### src/rtl/c17_bist_pkg.sv
// rtl/c17_bist_pkg.sv - shared types and widths for the c17 BIST block
package c17_bist_pkg;

    localparam int C17_IN_W  = 5;
    localparam int C17_OUT_W = 2;

    typedef enum logic [1:0] {
        ST_IDLE  = 2'd0,
        ST_RUN   = 2'd1,
        ST_DRAIN = 2'd2,
        ST_DONE  = 2'd3
    } bist_state_t;

endpackage

### src/rtl/c17_bist_core.sv
// rtl/c17_bist_core.sv - one combinational ISCAS c17 slice
// in_vec = {gat7,gat6,gat3,gat2,gat1}, out_vec = {gat23,gat22}
module c17_core
    import c17_bist_pkg::*;
(
    input  logic [C17_IN_W-1:0]  in_vec,
    output logic [C17_OUT_W-1:0] out_vec
);

    logic g1, g2, g3, g6, g7;
    logic g10, g11, g16, g19, g22, g23;

    assign {g7, g6, g3, g2, g1} = in_vec;

    assign g10 = ~(g1 & g3);
    assign g11 = ~(g3 & g6);
    assign g16 = ~(g2 & g11);
    assign g19 = ~(g11 & g7);
    assign g22 = ~(g10 & g16);
    assign g23 = ~(g16 & g19);

    assign out_vec = {g23, g22};

endmodule

### src/rtl/c17_bist.sv
// rtl/c17_bist.sv - NUM_CH parallel c17 slices with LFSR/MISR self-test
// Registered datapath: in_reg -> slices -> out_reg, two cycles of latency.
module c17_bist
    import c17_bist_pkg::*;
#(
    parameter int                  NUM_CH    = 4,
    parameter int                  PATTERNS  = 1024,
    parameter logic [5*NUM_CH-1:0] SEED      = (5*NUM_CH)'(40'h00000_00001),
    parameter logic [5*NUM_CH-1:0] LFSR_POLY = (5*NUM_CH)'(40'h80_0000_0015),
    parameter logic [2*NUM_CH-1:0] MISR_POLY = (2*NUM_CH)'(8'h8E),
    parameter logic [2*NUM_CH-1:0] GOLDEN    = '0
) (
    input  logic                clk,
    input  logic                rst_n,
    input  logic                bist_mode,
    input  logic                bist_start,
    input  logic [5*NUM_CH-1:0] func_in,
    output logic [2*NUM_CH-1:0] func_out,
    output logic                bist_busy,
    output logic                bist_done,
    output logic                bist_pass,
    output logic [2*NUM_CH-1:0] signature
);

    localparam int          LW   = C17_IN_W * NUM_CH;
    localparam int          MW   = C17_OUT_W * NUM_CH;
    localparam logic [15:0] LAST = 16'(PATTERNS - 1);

    if (NUM_CH < 1 || NUM_CH > 8) begin : g_bad_num_ch
        $error("c17_bist: NUM_CH must be in 1..8");
    end
    if (PATTERNS < 2 || PATTERNS > 65535) begin : g_bad_patterns
        $error("c17_bist: PATTERNS must be in 2..65535");
    end
    if (SEED == '0) begin : g_bad_seed
        $error("c17_bist: SEED must be nonzero");
    end

    bist_state_t    state, state_nxt;
    logic           start_run;
    logic           abort;
    logic           drain_cnt;
    logic [15:0]    cnt;
    logic [LW-1:0]  lfsr, lfsr_nxt;
    logic [MW-1:0]  misr, misr_nxt;
    logic [LW-1:0]  in_reg;
    logic [MW-1:0]  out_reg;
    logic [MW-1:0]  slice_out;
    logic           v1, v2;

    for (genvar c = 0; c < NUM_CH; c++) begin : g_ch
        c17_core u_core (
            .in_vec  (in_reg[C17_IN_W*c +: C17_IN_W]),
            .out_vec (slice_out[C17_OUT_W*c +: C17_OUT_W])
        );
    end

    assign lfsr_nxt = {lfsr[LW-2:0], ^(lfsr & LFSR_POLY)};
    assign misr_nxt = {misr[MW-2:0], ^(misr & MISR_POLY)} ^ out_reg;

    always_comb begin
        state_nxt = state;
        start_run = 1'b0;
        abort     = 1'b0;
        case (state)
            ST_IDLE: begin
                if (bist_start && bist_mode) begin
                    state_nxt = ST_RUN;
                    start_run = 1'b1;
                end
            end
            ST_RUN: begin
                if (!bist_mode) begin
                    state_nxt = ST_IDLE;
                    abort     = 1'b1;
                end else if (cnt == LAST) begin
                    state_nxt = ST_DRAIN;
                end
            end
            ST_DRAIN: begin
                if (!bist_mode) begin
                    state_nxt = ST_IDLE;
                    abort     = 1'b1;
                end else if (drain_cnt) begin
                    state_nxt = ST_DONE;
                end
            end
            ST_DONE: begin
                if (!bist_mode) begin
                    state_nxt = ST_IDLE;
                end else if (bist_start) begin
                    state_nxt = ST_RUN;
                    start_run = 1'b1;
                end
            end
            default: state_nxt = ST_IDLE;
        endcase
    end

    always_ff @(posedge clk or negedge rst_n) begin
        if (!rst_n) begin
            state <= ST_IDLE;
        end else begin
            state <= state_nxt;
        end
    end

    // v1/v2 track a pattern through in_reg and out_reg so the MISR sees
    // exactly the PATTERNS responses, including the two drained in DRAIN.
    always_ff @(posedge clk or negedge rst_n) begin
        if (!rst_n) begin
            lfsr      <= SEED;
            misr      <= '0;
            cnt       <= '0;
            drain_cnt <= 1'b0;
            in_reg    <= '0;
            out_reg   <= '0;
            v1        <= 1'b0;
            v2        <= 1'b0;
        end else begin
            in_reg    <= (state == ST_RUN) ? lfsr : func_in;
            out_reg   <= slice_out;
            v1        <= (state == ST_RUN) && !abort;
            v2        <= v1 && !abort;
            drain_cnt <= (state == ST_DRAIN) && bist_mode && !drain_cnt;
            if (start_run) begin
                lfsr <= SEED;
                cnt  <= '0;
                misr <= '0;
            end else begin
                if (state == ST_RUN) begin
                    lfsr <= lfsr_nxt;
                    cnt  <= cnt + 16'd1;
                end
                if (v2 && !abort) begin
                    misr <= misr_nxt;
                end
            end
        end
    end

    assign func_out  = out_reg;
    assign signature = misr;
    assign bist_busy = (state == ST_RUN) || (state == ST_DRAIN);
    assign bist_done = (state == ST_DONE);
    assign bist_pass = (state == ST_DONE) && (misr == GOLDEN);

endmodule

### config.mk
export PLATFORM = sky130hd
export DESIGN_NAME = c17_bist
export DESIGN_NICKNAME = d
export VERILOG_FILES = /design/src/rtl/c17_bist_pkg.sv /design/src/rtl/c17_bist_core.sv /design/src/rtl/c17_bist.sv
export SDC_FILE = /design/constraint.sdc
export NUM_CORES = 1
export LEC_CHECK = 0
export ABC_AREA = 1
export BUFFER_PORTS_ARGS = -buffer_cell sky130_fd_sc_hd__clkbuf_2
export CAP_MARGIN = 20
export CORE_ASPECT_RATIO = 0.5
export CORE_MARGIN = 3
export CORE_UTILIZATION = 35
export CTS_CLUSTER_SIZE = 8
export DETAILED_ROUTE_END_ITERATION = 7
export PLACE_DENSITY = 0.58
export SLEW_MARGIN = 25
export SYNTH_ARGS = -nofsm -noshare
export SYNTH_HDL_FRONTEND = slang
export SYNTH_SLANG_ARGS = --single-unit
### constraint.sdc
create_clock -name clk -period 1.7 [get_ports clk]
set_input_delay 0.085 -clock clk [delete_from_list [all_inputs] [get_ports clk]]
set_output_delay 0.085 -clock clk [all_outputs]
set_load 0.02 [all_outputs]
Yosys cells after proc, flatten, opt, wreduce, memory -nomap -nowiden --
Cells that the tools add are included.
Operators by class: mux-type cells 21, add/subtract/negate cells 1, bitwise logic cells 49, eq/ne operators 8, reductions and logical operators 18
Operators by type and width (count):
- two-way mux 20 bit | 3
- two-way mux 16 bit | 2
- bitwise AND 1 bit | 24
- inverter 1 bit | 24
- parity 20 bit | 1
- adder 16 x 1 -> 16 bit (second input constant) | 1
- equality test 16 x 10 -> 1 bit (second input constant) | 1
- two-way mux 8 bit | 2
- two-way mux 2 bit | 7
- inequality test 3 bit (second input constant) | 3
- zero test 8 bit | 1
- one-hot mux 2 bit (4 select lines) | 1
- parity 8 bit | 1
- bitwise XOR 8 bit | 1
- logical AND 1 bit | 7
- two-way mux 1 bit | 5
- equality test 2 bit (second input constant) | 2
- AND reduction 4 bit | 1
- nonzero test 2 bit | 2
- equality test 2 x 1 -> 1 bit (second input constant) | 1
- zero test 1 bit | 2
- zero test 2 bit | 1
- inequality test 2 bit (second input constant) | 1
- one-hot mux 1 bit (2 select lines) | 1
- other kinds (2) | 2
Word-level totals: output and inout bits 19, logic and storage cells 106, bits in registers 77, input port bits 24

Logic depth before layout (Yosys ltp) --
depth in word-level cells 7, gate-level depth with buffers 10, gate-level depth less buffers 10

Modules after synthesis --
From an unflattened synthesis, not the netlist that was laid out.
Second synthesis, totals: cell total of the unflattened synthesis 437, area, all modules 3651.0 sq um
By module, submodules not included:
- c17_bist | area an instance 3475.8 sq um, instances 1, seq. area each 1928.1 sq um, cells an instance 401
- c17_core | area an instance 43.8 sq um, instances 4, seq. area each 0.0 sq um, cells an instance 9

Worst setup path before layout --
OpenSTA, ideal clock, no wires.
kind reg-to-reg, start reg state[0], end reg misr[0], in the netlist signature[0], library setup time 0.129 ns, period minus slack after synthesis 1.742 ns, path slack -0.042 ns, data arrival time 1.613 ns, data required time 1.571 ns, cell stages (with the launch flop) 9, path through dfrtp_1 inv_1 ha_1 nor3_2 inv_2 buf_6 buf_6 nand3_1 o21ai_1
On the way: cells in the longest elaborated chain, start to end 6
RTL lines:
- start: declaration | RTL line c17_bist.sv:39 | bist_state_t state, state_nxt;
- start signal: assignment | RTL line c17_bist.sv:104 | state <= state_nxt;
- equality test 2 x 1 -> 1 bit or equality test 2 bit (tied branches) | RTL line c17_bist.sv:65 | case (state)
- OR reduction 2 bit (no source line)
- two-way mux 1 bit
- zero test 1 bit | RTL line c17_bist.sv:135 | if (v2 && !abort) begin
- logical AND 1 bit | RTL line c17_bist.sv:135
- nonzero test 2 bit (no source line)
- end signal: assignment | RTL line c17_bist.sv:136 | misr <= misr_nxt;
- end: declaration | RTL line c17_bist.sv:45 | logic [MW-1:0] misr, misr_nxt;
Parallel ways exist; a longest one is shown, timed or not. A chain may end at the register's enable or synchronous reset.

Worst setup path in the final report --
start reg state[0], end reg cnt[10]
On the way: cells in the longest elaborated chain, start to end 3
RTL lines:
- equality test 2 bit or zero test 2 bit (tied branches) | RTL line c17_bist.sv:65
- one-hot mux 1 bit (2 select lines) | RTL line c17_bist.sv:65
- two-way mux 16 bit or nonzero test 2 bit (tied branches)
- end signal: assignment | RTL line c17_bist.sv:133 | cnt <= cnt + 16'd1;
- end: declaration | RTL line c17_bist.sv:43 | logic [15:0] cnt;
Parallel ways exist; a longest one is shown, timed or not.

==> impl_metrics.py <==
metrics = {
    "drt": {
        "num_vias": 2725,
        "first_iter_violations": 118,
        "drc": 0,
        "wl_per_cell_um": 11.3,
        "firstDrtPassIters": 4,
        "wl_um": 7080,
        "via_per_inst": 4.33,
        "antenna_left": 0,
    },
    "yosys": {
        "yosys_warnings": 0,
        "synth_area_leaders": "dfrtp_1 55%, nand2_1 18%, inv_1 5.1%",
        "async_flop_share": 1.00,
        "synthDistinctLibCells": 27,
        "synth_common_cells": "166 x nand2_1, 76 x dfrtp_1, 47 x inv_1",
        "syn_area_um2": 3490,
        "synth_flop_cell": "dfrtp_1",
        "synth_largest_area_cell": "dfrtp_1",
        "synth_edf_count": 0,
        "synth_fp_nets": 448,
        "synthCells": 417,
        "synth_area_per_cell_um2": 8.36,
        "yosysTopAreaCellShare": 0.546,
        "ys_ff_latch": 77,
        "ys_seq_area_frac": 0.553,
        "synth_most_common_cell": "nand2_1",
    },
    "power": {
        "pwr_density_cell_nw_per_um2": 1740,
        "leakagePower_nw": 2.46,
        "vdd_ir_drop_max_v": 0.000699,
        "fin_total_pwr_mw": 7.68,
    },
    "floorplanning": {
        "die_w_um": 147,
        "die_y_um": 76.6,
        "rows": 25,
        "core_um2": 9570,
        "io_pins": 43,
        "dieArea_um2": 11300,
        "start_util": 0.364,
    },
    "place": {
        "preCtsSetupSlack_ns": 0.0461,
        "place.gp.congestion": 0.761,
        "hpwl_um": 5000,
        "dp_cells": 592,
        "portBuffers": 42,
    },
    "layout": {
        "utilization": 0.462,
        "drive_above_1_share": 0.162,
        "regArea_um2": 1930,
        "layout.nets": 520,
        "area_growth_pct": 27.0,
        "antenna_cells": 0,
        "multi_input_area_um2": 1330,
        "fin_cells": 629,
        "fillers": 974,
    },
    "clock_tree": {
        "cts_sinks": 77,
        "clockBufferDepth": 2,
        "cts_made_buffers": 9,
        "clockRootBuffer": "clkbuf_16",
        "clock_latency_ns": 0.34,
        "htreeDepth": 3,
        "cts_tree": "built",
        "path_clk_slew_ns": 0.06,
    },
    "sta": {
        "setup_viol": 0,
        "period_share": 0.937,
        "finalMaxSlewViolations": 0,
        "finalHoldViolCount": 0,
        "skew_ns": 0.00754,
        "worst_pin_slew_ns": 0.552,
        "timing.final.ws_setup_ns": 0.107,
        "relSlewSlack": 0.632,
        "fmax_mhz": 628,
        "fin_crit_ns": 1.59,
        "rsz0062_at_grt": "true",
    },
    "setup_path": {
        "crit_path_start_kind": "flip-flop",
        "worstSetupPathType": "flip-flop to flip-flop",
        "critPathCapture": "cnt[10]",
        "critPathLaunch": "state[0]",
        "cp_common_cell": "inv_2",
        "reg2reg_to": "cnt[10]",
        "crit_fanout": 13,
        "arrival_ns": 1.81,
        "r2r_slack_ns": 0.11,
        "reg2regPathDepth": 7,
        "cpPeakStageDelay_ns": 0.44,
        "rr_startpoint": "state[0]",
        "slowest_stage": "dfrtp_2",
        "end_kind": "flip-flop",
        "worstPathCellList": "inv_2 > ha_2 > nor3_4 > inv_2 > buf_4 > o21ai_0 > nor2_1",
        "required_ns": 1.92,
    },
    "global_route": {
        "antenna_found_initial": 0,
        "grt_max_degree": 43,
        "grt_usage": 0.136,
        "grt_pass1_wl_um": 12400,
        "grt_pass1_vias": 2748,
        "grt-ovfl-total": 0,
        "met3_usage": 0.0469,
        "busiest_layer": "met2",
        "grt_use_met1": 0.163,
        "use_met2": 0.237,
    },
    "run_status": {
        "status": "complete, no violations",
    },
    "hold_path": {
        "hold_depth": 3,
        "hp-class": "primary input to flip-flop",
    },
    "flow_run": {
        "drv_cap": 0,
    },
}
[how the worst min path moves through the flow]
stage	end	slack (ns)	startpoint
finish	drain_cnt	0.16	bist_mode
global route	v1	0.21	bist_mode
CTS	drain_cnt	0.15	bist_mode
detailed placement	cnt[11]	0.11	rst_n
global placement	cnt[15]	0.11	rst_n
floorplan	cnt[0]	-0.21	rst_n
[per-stage QoR]
step / hold WS, ns / setup TNS, ns / cell area [um^2]
2_1_floorplan: -0.211 / 0 / 3490
3_3_place_gp: 0.113 / 0 / 3890
3_5_place_dp: 0.110 / 0 / 3890
4_1_cts: 0.147 / 0 / 4400
5_1_grt: 0.212 / -0.0118 / 4430
6_report: 0.159 / 0 / 4430
[layer usage]
| layer | share of wire | vias to the layer above |
|---|---|---|
| met5 | 0 | - |
| met4 | 0.0089 | 0 |
| met3 | 0.037 | 7 |
| met2 | 0.47 | 33 |
| met1 | 0.48 | 1262 |
| li1 | - | 1423 |
[repair_timing]
item | 4_1_cts | 5_1_grt
setup endpoints to repair | 1 | 26
hold buffers | 21 | 0
resized for setup | 1 | 9
pin swaps | 0 | 1
endpoints found under the hold margin | 59 | 0
buffers inserted | 0 | 0
[worst max-delay path: cells and delay by family, from the launching register on]
family	cells	cell delay, ns
flip-flops	1	0.44
AO/OA/AOI/OAI	1	0.09
AND/OR/NAND/NOR	2	0.29
buffers and inverters	3	0.35
adder cells (fa/ha/maj)	1	0.31
[where the power goes]
| group | switching, mW | leakage [nW] | internal (mW) |
|---|---|---|---|
| Sequential | 0.436 | 1.00 | 2.51 |
| Combinational | 1.71 | 1.31 | 1.12 |
| Clock | 0.761 | 0.150 | 1.14 |
[cell type report]
cell class,instances,share of cell area
well taps,135,0.0382
multi-input cells,280,0.299
inverters,49,0.0416
repair buffers,72,0.118
flip-flops and latches,77,0.436
clock inverters,7,0.0161
clock buffers,9,0.0509
[cell usage in the layout (no fill, tap or decap), types with 5 or more instances in the layout]
cell and n:
buf_4 8, xnor2_1 11, a21oi_1 9, clkbuf_16 9
inv_1 46, nor2_1 34, dlygate4sd3_1 21, o22ai_1 5
nand2_1 166, dfrtp_1 75, clkbuf_2 40, nand3_1 16
o21ai_0 8
[cells by family after synthesis]
kind of cell / after synthesis / share of synthesized area
simple gates: 223 / 0.250
flops: 77 / 0.553
buf+inv: 60 / 0.0743
compound gates: 38 / 0.0675
xor+xnor: 12 / 0.0302
fa+ha+maj: 7 / 0.0251
Note: power is estimated with default switching activity, not from simulation.
